## config.mk

```make
export PLATFORM = sky130hd
export DESIGN_NAME = fanout_token_sched
export DESIGN_NICKNAME = d
export VERILOG_FILES = /design/src/rtl/fanout_token_sched.sv
export SDC_FILE = /design/constraint.sdc
export NUM_CORES = 1
export LEC_CHECK = 0
export ABC_AREA = 0
export CAP_MARGIN = 10
export CORE_AREA = 2 2 107 109
export DETAILED_ROUTE_END_ITERATION = 16
export DIE_AREA = 0 0 109 111
export GPL_TIMING_DRIVEN = 0
export PLACE_DENSITY_LB_ADDON = 0.05
export SKIP_LAST_GASP = 1
export SLEW_MARGIN = 20
export SYNTH_ARGS = -nofsm -noshare
export SYNTH_HDL_FRONTEND = slang
export SYNTH_SLANG_ARGS = --single-unit
```

## constraint.sdc

```tcl
create_clock -name CLK -period 2.4 [get_ports CLK]
set_input_delay 0.48 -clock CLK [delete_from_list [all_inputs] [get_ports CLK]]
set_output_delay 0.48 -clock CLK [all_outputs]
set_load 0.02 [all_outputs]
```

## src/rtl/fanout_token_sched.sv

```systemverilog
// One-to-many token fanout: holds one source token until every active destination has taken it.
// Destinations are tracked with a served mask, so each one may accept in a different cycle.
module fanout_token_sched #(
    parameter int NUM_DST    = 20,
    parameter int DATA_WIDTH = 17,
    parameter int SEL_WIDTH  = 8,
    parameter int SEL_BIT    = 5,
    parameter int STALL_W    = 16
) (
    input  logic                           CLK,
    input  logic                           ASYNCRESET,
    input  logic                           flush,
    input  logic [NUM_DST-1:0]             dst_en,
    input  logic [NUM_DST*SEL_WIDTH-1:0]   dst_sel,
    input  logic [DATA_WIDTH-1:0]          in_data,
    input  logic                           in_valid,
    output logic                           in_ready,
    output logic [DATA_WIDTH-1:0]          out_data,
    output logic [NUM_DST-1:0]             out_valid,
    input  logic [NUM_DST-1:0]             dst_ready,
    output logic                           busy,
    output logic [STALL_W-1:0]             stall_cycles
);

    typedef enum logic {S_EMPTY = 1'b0, S_FULL = 1'b1} state_t;

    state_t                  state_q, state_d;
    logic [NUM_DST-1:0]      served_q, served_d;
    logic [DATA_WIDTH-1:0]   data_q;
    logic [STALL_W-1:0]      stall_q;

    logic [NUM_DST-1:0]      active;
    logic [NUM_DST-1:0]      fire;
    logic                    full;
    logic                    done;
    logic                    accept;
    logic                    load;
    logic                    stall_inc;

    // Activity is re-evaluated every cycle so configuration changes apply mid-token.
    always_comb begin
        active = '0;
        for (int i = 0; i < NUM_DST; i++) begin
            active[i] = dst_en[i] & dst_sel[i*SEL_WIDTH + SEL_BIT];
        end
    end

    assign full      = (state_q == S_FULL);
    assign out_valid = {NUM_DST{full}} & active & ~served_q;
    assign fire      = out_valid & dst_ready;
    assign done      = full & ~|(active & ~served_q & ~fire);
    assign in_ready  = ~flush & (~full | done);
    assign accept    = in_valid & in_ready;
    assign stall_inc = full & ~done & ~flush;

    always_comb begin
        state_d  = state_q;
        served_d = served_q;
        load     = 1'b0;
        if (flush) begin
            state_d  = S_EMPTY;
            served_d = '0;
        end else if (accept) begin
            load     = 1'b1;
            state_d  = S_FULL;
            served_d = '0;
        end else if (state_q == S_FULL) begin
            if (done) begin
                state_d  = S_EMPTY;
                served_d = '0;
            end else begin
                served_d = served_q | fire;
            end
        end
    end

    always_ff @(posedge CLK or posedge ASYNCRESET) begin
        if (ASYNCRESET) begin
            state_q  <= S_EMPTY;
            served_q <= '0;
            data_q   <= '0;
            stall_q  <= '0;
        end else begin
            state_q  <= state_d;
            served_q <= served_d;
            if (load) begin
                data_q <= in_data;
            end
            // Saturates so a long-blocked consumer cannot wrap the count back to small values.
            if (stall_inc && (stall_q != '1)) begin
                stall_q <= stall_q + STALL_W'(1);
            end
        end
    end

    assign out_data     = data_q;
    assign busy         = full;
    assign stall_cycles = stall_q;

endmodule

```

==> summary.md <==
| Metric | Value |
|---|---|
| Post-synthesis adder-cell area fraction | `0.00426` |
| Relative max-transition margin | `0.638` |
| Y dimension of the die | `111 um` |
| Multiplexer fraction of the synthesized cell area | `0.0818` |
| Via count of the first global-routing pass | `3,033` |
| Global-route wire length before repair | `16,300 um` |
| Simple-Gate Fraction of Synth Area | `0.265` |
| Flip-flop and latch count after synthesis | `54` |
| Antenna Violating Nets Remaining | `0` |
| Total congestion overflow | `0` |
| Maximum clock skew at final layout | `0.00532 ns` |
| Final worst path period share | `1.09` |
| Synthesized Nets | `516` |
| Met3 track demand over resource | `0.0941` |
| Highest-utilization routing layer at the global route stage | `met2` |
| DRC violations left | `0` |
| Area of the die | `12,100 um^2` |
| Pleak | `2.35 nW` |
| Clock buffer depth | `2` |
| Synth warnings | `0` |
| Min cycle time layout | `2.61 ns` |
| Area share of the largest cell type after synthesis | `0.460` |
| Violated checks | `setup timing` |
| Worst Hold Class | `reg -> reg` |
| DRT iter0 DRCs | `78` |
| Critical path arrival | `2.13 ns` |
| Run status | `finished with violations` |
| Pwr/cell area | `553 nW/um^2` |
| Largest incremental delay on the critical path | `0.55 ns` |
| Top-level port count | `276` |
| Capturing element type of the critical path | `output port` |
| Overall Global Routing Usage | `0.178` |
| Pin count of the biggest net entering global routing | `34` |
| Global-route met1 utilization | `0.242` |
| Tot Pwr | `2.77 mW` |
| Post-Synthesis Cells | `294` |
| Most common library cell in the layout ignoring fill and taps | `sky130_fd_sc_hd__clkdlybuf4s50_1` |
| Floorplan core area | `11,100 um^2` |
| Clock input transition at the sequential cells of the worst setup and hold paths | `0.07 ns` |
| Startpoint types | `register` |
| Final WS setup | `-0.212 ns` |
| Data required time at the worst endpoint | `1.92 ns` |
| Largest area contributor in the synthesized netlist | `sky130_fd_sc_hd__dfrtp_1` |
| Routed len/inst | `17.2 um` |
| Highest net fanout along the worst path | `8` |
| TritonCTS clock tree | `done` |
| RSZ-0062 raised after global routing | `yes` |
| CP max-delay cell | `sky130_fd_sc_hd__or4_4` |
| Htree depth | `2` |
| Layout cell share with drive strength beyond 1 | `0.209` |
| Kind of cell adding the most delay to the critical path | `simple AND/OR/NAND/NOR gates` |
| Pins over their slew limit | `0` |
| Buffers on Ports | `134` |
| CTS hold repair buffers | `0` |
| Cell Rows | `39` |
| Initial core utilization | `0.265` |
| DIE WIDTH | `109 um` |
| Most frequent cells in the layout | `67 x sky130_fd_sc_hd__clkdlybuf4s50_1, 59 x sky130_fd_sc_hd__dlygate4sd2_1, 53 x sky130_fd_sc_hd__dfrtp_1, 34 x sky130_fd_sc_hd__buf_4, 32 x sky130_fd_sc_hd__nor2_1` |
| Max IR drop VDD | `0.396 mV` |
| Xor/xnor cell area share of the yosys netlist | `0.0417` |
| Worst path cell trace | `buf_8 > a211oi_2 > or4_4 > or3_4 > a21oi_4 > buf_6` |
| Number of antenna violations at the first check in global routing | `0` |
| Cell area after technology mapping | `2940 um^2` |
| Vias per std cell | `4.68` |
| Final non-filler cell area | `5000 um^2` |
| Final Hold Fails | `0` |
| Buffer type at the clock tree root | `sky130_fd_sc_hd__clkbuf_16` |
| Sequential element share of the synthesized area | `0.460` |
| Crit path kind | `reg -> out` |
| Top achievable clock speed | `383 MHz` |
| Final design utilization | `0.451` |
| Max-cap violation count | `0` |
| Layout Area Growth over Synthesis | `70.1%` |
| Met2 Usage GRT | `0.248` |
| Worst Tran Pin Value | `0.542 ns` |
| Hpwl dp | `7620 um` |
| Setup Viol. Count Final | `17` |
| Compound-Gate Fraction of Synth Area | `0.117` |
| Total clock buffers created by CTS | `5` |
| Routability congestion estimate | `0.763` |
| Post-placement cell area | `4490 um^2` |
| Count of distinct cell types in the synthesized netlist | `39` |
| First-pass DRT Iterations | `4` |
| Synth area leaders | `sky130_fd_sc_hd__dfrtp_1 46%, sky130_fd_sc_hd__mux2_4 5.1%, sky130_fd_sc_hd__and3b_1 4.8%` |
| Combinational family with the most area after synthesis | `simple AND/OR/NAND/NOR gates` |
| Total Negative Setup Slacks | `-1.10 ns` |
| Vias | `2,887` |
| Mean area per synthesized cell | `9.99 um^2` |
| Placement Setup Slack | `-1.09 ns` |
| Crit path buf inv count | `2` |
| Total clock sinks | `54` |
| Final Routed Wirelength | `10,600 um` |
| Insertion delay to the later sink of the worst-skew pair | `0.29 ns` |
| Total Nets Final | `694` |
## layer usage
| layer | vias up | part of all wire |
|---|---|---|
| li1 | 1415 | - |
| met1 | 1366 | 0.47 |
| met2 | 99 | 0.40 |
| met3 | 7 | 0.13 |
| met4 | 0 | 0.010 |
| met5 | - | 0 |
## worst reg2reg max path: cells and delay by family (launching register included)
family	cells	cell delay (ns)
buf+inv	6	0.91
simple gates	3	0.46
flops	1	0.38
compound gates	2	0.34
mux	1	0.29
## registers in the layout, indices dropped and copies added, names as in the netlist
register,cells
out_data,17
stall_cycles,16
busy,1
served_q,20
## logic make-up after synthesis
group / count (synthesis)
xor+xnor: 14
compound gates: 46
fa+ha+maj: 1
simple gates: 143
flops: 54
mux: 18
buf+inv: 18
## final timing paths
check                             startpoint          endpoint  slack (ns)  depth (start not counted)
worst min-delay path            served_q[11]      served_q[11]        0.49                          2
min in group asynchronous         ASYNCRESET       served_q[5]        0.50                          2
worst max register to register          busy       out_data[8]       -0.07                         12
max in group asynchronous         ASYNCRESET  stall_cycles[15]        1.43                          3
worst max-delay path                    busy          in_ready       -0.21                          6
worst min register to register  served_q[11]      served_q[11]        0.49                          2
## power by group
group / switching, mW / leakage [nW] / internal, mW
Sequential: 0.101 / 0.700 / 1.01
Combinational: 0.409 / 1.58 / 0.489
Clock: 0.338 / 0.0739 / 0.415
Total: 0.848 / 2.35 / 1.92
## area by class of cell
type,count,area (um^2)
repair buffers,172,1600
clock inverters,1,5.00
plain buffers,14,128
fillers,1139,6080
flip-flops and latches,54,1350
inverters,3,13.8
well taps,143,179
diodes,1,2.50
multi-input cells,222,1570
clock buffers,7,143
## cells in the mapped netlist (all sizes together)
master,number
inv,3
a21boi,1
a211oi,4
nand4,6
or4,1
a21o,2
nor3,15
nand2b,1
nand2,28
and3b,16
ha,1
clkbuf,7
dfrtp,54
buf,8
a31oi,5
and3,2
nor3b,5
a22oi,8
nor2b,2
nor2,32
nand3,11
and4,1
a41oi,13
mux2,18
and2,17
nor4,3
xor2,13
a2111o,1
o21ai,2
xnor2,1
a21oi,10
nor4b,1
or3,2
## repair_timing
action,CTS,global route
resized for setup,103,21
pin swaps,34,4
setup endpoints to repair,62,39
cloned,1,1
buffers inserted,24,11
## metrics by stage
step / std cells / hold WS, ns
5_1_grt: 616 / 0.511
3_3_place_gp: 571 / 0.469
4_1_cts: 605 / 0.496
2_1_floorplan: 294 / 0.459
6_report: 617 / 0.492
3_5_place_dp: 572 / 0.479
No activity file was read; power rests on OpenSTA's default activity.
